[src/rtl/jtcop_pal_sched.sv]
// Palette write scheduler: buffers CPU palette writes in a FIFO and commits
// them to the colour-mix palette RAM write port only while the screen is blanked.
module jtcop_pal_sched #(
    parameter int AW     = 4,
    parameter int HBL_EN = 0
) (
    input  logic          clk,
    input  logic          rst_n,
    input  logic          LVBL,
    input  logic          LHBL,
    input  logic          cpu_we,
    input  logic          cpu_bank,
    input  logic [9:0]    cpu_addr,
    input  logic [15:0]   cpu_dout,
    input  logic [1:0]    dsn,
    output logic          full,
    output logic          ovf,
    output logic [AW:0]   pending,
    output logic [9:0]    pal_addr,
    output logic [15:0]   pal_data,
    output logic [1:0]    pal_we_gr,
    output logic          pal_we_b
);

    localparam int          DEPTH   = 2**AW;
    localparam logic [AW:0] DEPTH_C = {1'b1, {AW{1'b0}}};
    localparam logic        HBL_ON  = (HBL_EN != 0);

    typedef enum logic [1:0] {
        ST_IDLE  = 2'd0,
        ST_ARM   = 2'd1,
        ST_DRAIN = 2'd2
    } state_t;

    typedef struct packed {
        logic        bank;
        logic [9:0]  addr;
        logic [15:0] data;
        logic [1:0]  dsn;
    } entry_t;

    // Byte enables for one entry: {blue, red/green[1:0]}. dsn=11 yields none.
    function automatic logic [2:0] we_decode(input entry_t e);
        logic [2:0] we;
        we[1:0] = ~e.dsn & {2{~e.bank}};
        we[2]   = ~e.dsn[0] & e.bank;
        return we;
    endfunction

    state_t          r_state;
    logic [AW:0]     r_count;
    logic [AW-1:0]   r_wptr;
    logic [AW-1:0]   r_rptr;
    logic            r_ovf;
    entry_t          r_mem [DEPTH];

    logic [9:0]      r_addr_p1;
    logic [15:0]     r_data_p1;
    logic [1:0]      r_we_gr_p1;
    logic            r_we_b_p1;

    logic            w_blank;
    logic            w_empty;
    logic            w_full;
    logic            w_push;
    logic            w_pop;
    entry_t          w_wr_p0;
    entry_t          w_rd_p0;
    logic [2:0]      w_we_p0;

    assign w_blank = ~LVBL | (HBL_ON & ~LHBL);
    assign w_empty = (r_count == '0);
    assign w_full  = (r_count == DEPTH_C);

    // A write arriving on a full FIFO is lost even if a pop frees a slot this cycle.
    assign w_push  = cpu_we & ~w_full;
    assign w_pop   = (r_state == ST_DRAIN) & w_blank & ~w_empty;

    assign w_wr_p0 = {cpu_bank, cpu_addr, cpu_dout, dsn};
    assign w_rd_p0 = r_mem[r_rptr];
    assign w_we_p0 = we_decode(w_rd_p0);

    always_ff @(posedge clk) begin
        if (w_push) begin
            r_mem[r_wptr] <= w_wr_p0;
        end
    end

    always_ff @(posedge clk or negedge rst_n) begin
        if (!rst_n) begin
            r_state <= ST_IDLE;
            r_count <= '0;
            r_wptr  <= '0;
            r_rptr  <= '0;
            r_ovf   <= 1'b0;
        end else begin
            if (cpu_we && w_full) begin
                r_ovf <= 1'b1;
            end
            if (w_push) begin
                r_wptr <= r_wptr + AW'(1);
            end
            if (w_pop) begin
                r_rptr <= r_rptr + AW'(1);
            end
            case ({w_push, w_pop})
                2'b10:   r_count <= r_count + (AW+1)'(1);
                2'b01:   r_count <= r_count - (AW+1)'(1);
                default: r_count <= r_count;
            endcase
            case (r_state)
                ST_IDLE: begin
                    if (!w_empty) r_state <= ST_ARM;
                end
                ST_ARM: begin
                    if (w_blank) r_state <= ST_DRAIN;
                end
                ST_DRAIN: begin
                    if (w_empty && !w_push) r_state <= ST_IDLE;
                    else if (!w_blank)      r_state <= ST_ARM;
                end
                default: r_state <= ST_IDLE;
            endcase
        end
    end

    // p0 -> p1: popped entry registered onto the palette write port
    always_ff @(posedge clk or negedge rst_n) begin
        if (!rst_n) begin
            r_addr_p1  <= '0;
            r_data_p1  <= '0;
            r_we_gr_p1 <= '0;
            r_we_b_p1  <= 1'b0;
        end else begin
            if (w_pop) begin
                r_addr_p1 <= w_rd_p0.addr;
                r_data_p1 <= w_rd_p0.data;
            end
            r_we_gr_p1 <= w_pop ? w_we_p0[1:0] : 2'b00;
            r_we_b_p1  <= w_pop & w_we_p0[2];
        end
    end

    assign full      = w_full;
    assign ovf       = r_ovf;
    assign pending   = r_count;
    assign pal_addr  = r_addr_p1;
    assign pal_data  = r_data_p1;
    assign pal_we_gr = r_we_gr_p1;
    assign pal_we_b  = r_we_b_p1;

endmodule

[config.mk]
export PLATFORM = sky130hd
export DESIGN_NAME = jtcop_pal_sched
export DESIGN_NICKNAME = d
export VERILOG_FILES = /design/src/rtl/jtcop_pal_sched.sv
export SDC_FILE = /design/constraint.sdc
export NUM_CORES = 1
export LEC_CHECK = 0
export ABC_AREA = 1
export CAP_MARGIN = 25
export CORE_UTILIZATION = 35
export DETAILED_ROUTE_END_ITERATION = 10
export SLEW_MARGIN = 20
export SYNTH_ARGS = -nofsm -noshare
export SYNTH_HDL_FRONTEND = slang
export SYNTH_SLANG_ARGS = --single-unit
[constraint.sdc]
create_clock -name clk -period 4.8 [get_ports clk]
set_input_delay 1.44 -clock clk [delete_from_list [all_inputs] [get_ports clk]]
set_output_delay 1.44 -clock clk [all_outputs]
set_load 0.03 [all_outputs]
* Word level (Yosys, flattened, before mapping)
Memories as Yosys holds them, arrays and structs flattened.
Cells that the tools add are included.
** Word-level totals
- Flip-flop bits (word level) :: 45
- Bits in latches :: 0
- RAM bits :: 464
- Bits in read-only memories :: 0
- Input bits :: 34
- Logic and storage cells :: 50
- Memories kept :: 1
** Memory list
- r_mem :: words 16, bits a word 29, read ports 1, clocked after Yosys merged registers in 0, wr ports 1, RTL line 55 : entry_t r_mem [DEPTH];
** Operators by class
- $add $sub $neg :: 4
- Multipliers :: 0
- Div/mod/pow operators :: 0
- Order comparisons :: 0
- Equality and inequality tests :: 8
- Shift-type cells :: 0
- Multiplexer cells :: 9
- Bitwise gates (word level) :: 12
- Reduce and logical (&&, ||, !) cells :: 7
** Operators by type and width (number)
- two-way mux 2 bit :: 5
- one-hot mux 5 bit (2 select lines) :: 1
- adder 4 x 1 -> 4 bit, second input constant :: 2
- one-hot mux 2 bit (3 select lines) :: 1
- adder 5 x 1 -> 5 bit, second input constant :: 1
- bitwise AND 1 bit :: 5
- == test 5 bit, second input constant :: 1
- zero test 5 bit :: 1
- inverter 1 bit :: 5
- subtractor 5 x 1 -> 5 bit, second input constant :: 1
- == test 2 x 1 -> 1 bit, second input constant :: 2
- == test 2 bit, second input constant :: 2
- inequality test 2 bit, second input constant :: 2
- inequality test 3 x 2 -> 1 bit, second input constant :: 1
- AND reduction 3 bit :: 1
- bitwise AND 2 bit :: 1
- logical AND 1 bit :: 2
- zero test 2 bit :: 1
- two-way mux 1 bit :: 2
- inverter 2 bit :: 1
- nonzero test 2 bit :: 1
- zero test 1 bit :: 1

* Depth between registers and ports, before layout
- Depth in word-level cells :: 7
- Gate-level depth with buffers :: 16

* Least setup slack after synthesis
No wires, ideal clock.
- Kind :: input -> register
- From :: input cpu_we
- To :: memory r_mem[11][0] (netlist name) (enable)
- Setup time :: 0.415 ns
- Data arrival time :: 3.087 ns
- Required time :: 4.385 ns
- Slack :: 1.298 ns
- Stages on the path :: 4
- Cells stage by stage :: nand2_1 -> inv_1 -> nand2_1 -> nor2_1
** Between the ends
- Cells in the longest elaborated chain, start to end :: 3
** RTL lines
- start: declaration :: RTL line 11 : input logic cpu_we,
- bitwise AND 1 bit :: RTL line 76 : assign w_push = cpu_we & ~w_full;
- two-way mux 1 bit :: RTL line 84 : if (w_push) begin
- two-way mux 1 bit (not written as such) :: RTL line 85 : r_mem[r_wptr] <= w_wr_p0;
- end: declaration :: RTL line 55
Every way passes these cells.

* Final worst setup path
- From :: register r_count[2], in the netlist pending[2]
- To :: output full
** Between the ends
- Cells in the longest elaborated chain, start to end :: 1
** RTL lines
- start: declaration :: RTL line 51 : logic [AW:0] r_count;
- start signal: assignment :: RTL line 107 : 2'b10: r_count <= r_count + (AW+1)'(1);
- start signal: assignment :: RTL line 108 : 2'b01: r_count <= r_count - (AW+1)'(1);
- start signal: assignment :: RTL line 109 : default: r_count <= r_count;
- == test 5 bit :: RTL line 73 : assign w_full = (r_count == DEPTH_C);
- end: declaration :: RTL line 16 : output logic full,
Every way passes these cells.

==> qor.yml <==
status:
  status: "completed"
timing:
  fin_crit_sh: 0.7362
  final-setup-viol-count: 0
  slew-limit-headroom: 0.3142
  finalHoldViolCount: 0
  setup_ws_ns: 1.266
  worst_pin_slew_ns: 1.029
  min_period_ns: 3.534
  grt_setup_unrepaired: "no"
  finalMaxSlewViolations: 0
  tns_ns: 0
  hold_ws_ns: 0.4789
  fmax_mhz: 283.0
  finClkSkew_ns: 0.02572
worst_setup_path:
  crit_type: "reg2out"
  reg2reg_depth: 8
  endpoint_kind: "output port"
  r2r-start: "r_rptr[1]"
  regToRegSetupSlack_ns: 1.79
  r2r_end: "pal_we_b"
  cp_max_fo: 5
  crit_path_start_kind: "flop"
  cp.required_ns: 3.36
  worstPathArrival_ns: 2.09
cts:
  ctsHoldBuffers: 0
  clock_latency_ns: 0.61
  cts_tree: "yes"
  post_cts_resized: 0
  clkTransAtPathRegs_ns: 0.06
  cts_root_buf: "clkbuf_16"
  cts_buffer_depth: 3
  postCtsSetupBuffers: 0
  cts_sinks: 509
  numCtsBuffers: 53
  h-tree-depth: 2
global_route:
  overflow: 0
  grt_pass1_wl_um: 77660
  antenna_found_initial: 1
  grt_max_degree: 166
  grt_util_all_layers: 0.1688
  grt_pass1_vias: 13150
placement:
  io_buffers: 68
  dp_cells: 2565
  dp_hpwl_um: 26620
  post-place-ws_ns: 0.8159
  gp_congestion: 0.7960
pwr:
  power_leakage_nw: 9.086
  total_power_w: 0.01447
  powerDensity_nw_per_um2: 601.9
  ir_drop_mv: 0.8969
yosys:
  synth_seq_cells: 509
  syn_avg_cell_area_um2: 11.55
  synthesis.area_um2: 20750
  synth_cell_types: 28
  synthCells: 1796
  ys_top_cells_by_area: "edfxtp_1 (67%), nand2_1 (13%), nand3_1 (8.4%)"
  ys_seq_area_frac: 0.7258
  synth.top_cell.area_share: 0.6715
  syn-num-nets: 1839
  ys_warn_count: 0
  yosys.area.top_type: "edfxtp_1"
worst_hold_path:
  hp-start: "ovf"
  whs_path_depth: 1
  worst_hold_path.endpoint: "ovf"
  holdCritPathClass: "reg2reg"
route:
  vias: 13130
  wl_per_cell_um: 18.85
  drt_iter0_drc: 1054
  first_pass_iters: 5
  via_per_inst: 4.926
  drt-total-wl_um: 50250
  remaining_drc_errors: 0
  drtAntennaViolNets: 0
final_layout:
  seq_area_um2: 15070
  synthToLayoutAreaGrowth_pct: 15.86
  fillers: 5424
  layout-drive-gt1-share: 0.07741
  multi_input_area_um2: 4995
  final_nets: 1898
  final_cell_count_no_fill: 2665
flow_run:
  cap_violations: 0
floorplan:
  boundaryPins: 70
  die_area_um2: 60260
  start_util: 0.3569
  die_h_um: 245.5
  fp.dieW_um: 245.5
  fp.coreArea_um2: 58140
  placementRows: 88
[layout by cell type, fill, tap and decap left out]
master / instances
nand2_1: 725
edfxtp_1: 464
nand3_1: 349
clkdlybuf4s50_1: 67
clkbuf_16: 53
inv_1: 48
dfrtp_1: 42
buf_4: 26
nor2_4: 16
clkinv_2: 15
xor2_1: 9
ha_1: 9
clkbuf_1: 9
buf_12: 9
o21ai_0: 8
clkbuf_8: 6
nor2_1: 5
a21oi_1: 5
clkinv_1: 5
bufinv_16: 5
dfrtp_4: 3
nand4_1: 2
inv_6: 2
clkinv_8: 2
clkinv_4: 2
clkinvlp_4: 2
diode_2: 1
nor3_2: 1
nand2_2: 1
inv_2: 1
inv_8: 1
or2_2: 1
a21boi_0: 1
xnor2_1: 1
o21ai_1: 1
o21bai_1: 1
a21o_1: 1
buf_2: 1
[cell families after synthesis]
logic type	after synthesis	share of synthesized area
xor+xnor	10	0.004221
flops	509	0.7258
simple gates	1100	0.2208
compound gates	17	0.004462
buf+inv	151	0.03931
fa+ha+maj	9	0.005427
[synth_stat cells (all sizes together)]
library cell and instances:
a21boi 1, a21o 1, a21oi 5, buf 82, clkbuf 17, clkinv 1, dfrtp 45, edfxtp 464
ha 9, inv 51, nand2 726, nand3 349, nand4 2, nor2 21, nor3 1, o21ai 9
o21bai 1, or2 1, xnor2 1, xor2 9
[cell type report]
cell class / count / share of cell area
diodes: 1 / 0.0001041
flip-flops and latches: 509 / 0.6269
multi-input cells: 1136 / 0.2078
inverters: 52 / 0.008535
clock buffers: 68 / 0.06001
clock inverters: 31 / 0.01317
repair buffers: 103 / 0.04372
well taps: 765 / 0.03981
[per-layer routing]
| metal | GRT usage | part of all wire | vias up |
|---|---|---|---|
| met1 | 0.2279 | 0.44 | 6472 |
| met2 | 0.2861 | 0.49 | 302 |
| met5 | 0 | 0 | - |
| met3 | 0.02608 | 0.049 | 60 |
| li1 | - | - | 6293 |
| met4 | 0.03617 | 0.015 | 0 |
[flip-flops by register name, indices dropped and copies added (netlist names), 2 cells and up]
signal and cells:
pending 5, pal_addr 10, r_wptr 4, pal_we_gr 2, r_mem 464, pal_data 16
r_state 2, r_rptr 4
[metrics by stage]
| stage | cell area (µm²) | utilization |
|---|---|---|
| 2_1_floorplan | 20750 | - |
| 3_3_place_gp | 22280 | 0.3832 |
| 3_5_place_dp | 22280 | 0.3832 |
| 4_1_cts | 24040 | 0.4135 |
| 5_1_grt | 24040 | 0.4135 |
| 6_report | 24040 | 0.4135 |
[critical path, cell delays in order, from the launching register on]
cell and delay [ns]:
dfrtp_1 0.45, nor2_1 0.17, nand4_1 0.13, inv_1 0.09, clkdlybuf4s50_1 0.66
[how the worst max path moves through the flow]
stage	from	end	slack [ns]	depth (start not counted)
6_report	pending[2]	full	1.27	4
4_1_cts	pending[2]	full	1.23	4
3_5_place_dp	cpu_we	r_mem[11][9]	0.82	7
2_1_floorplan	cpu_we	r_mem[11][0]	1.30	4
3_3_place_gp	cpu_we	r_mem[11][9]	0.83	7
5_1_grt	pending[2]	full	1.15	4
[power breakdown]
group	switching, W	internal [W]
logic	0.00311	0.00140
clock network	0.00173	0.00240
registers	0.000450	0.00539
Power figures use the tool's default switching activity.
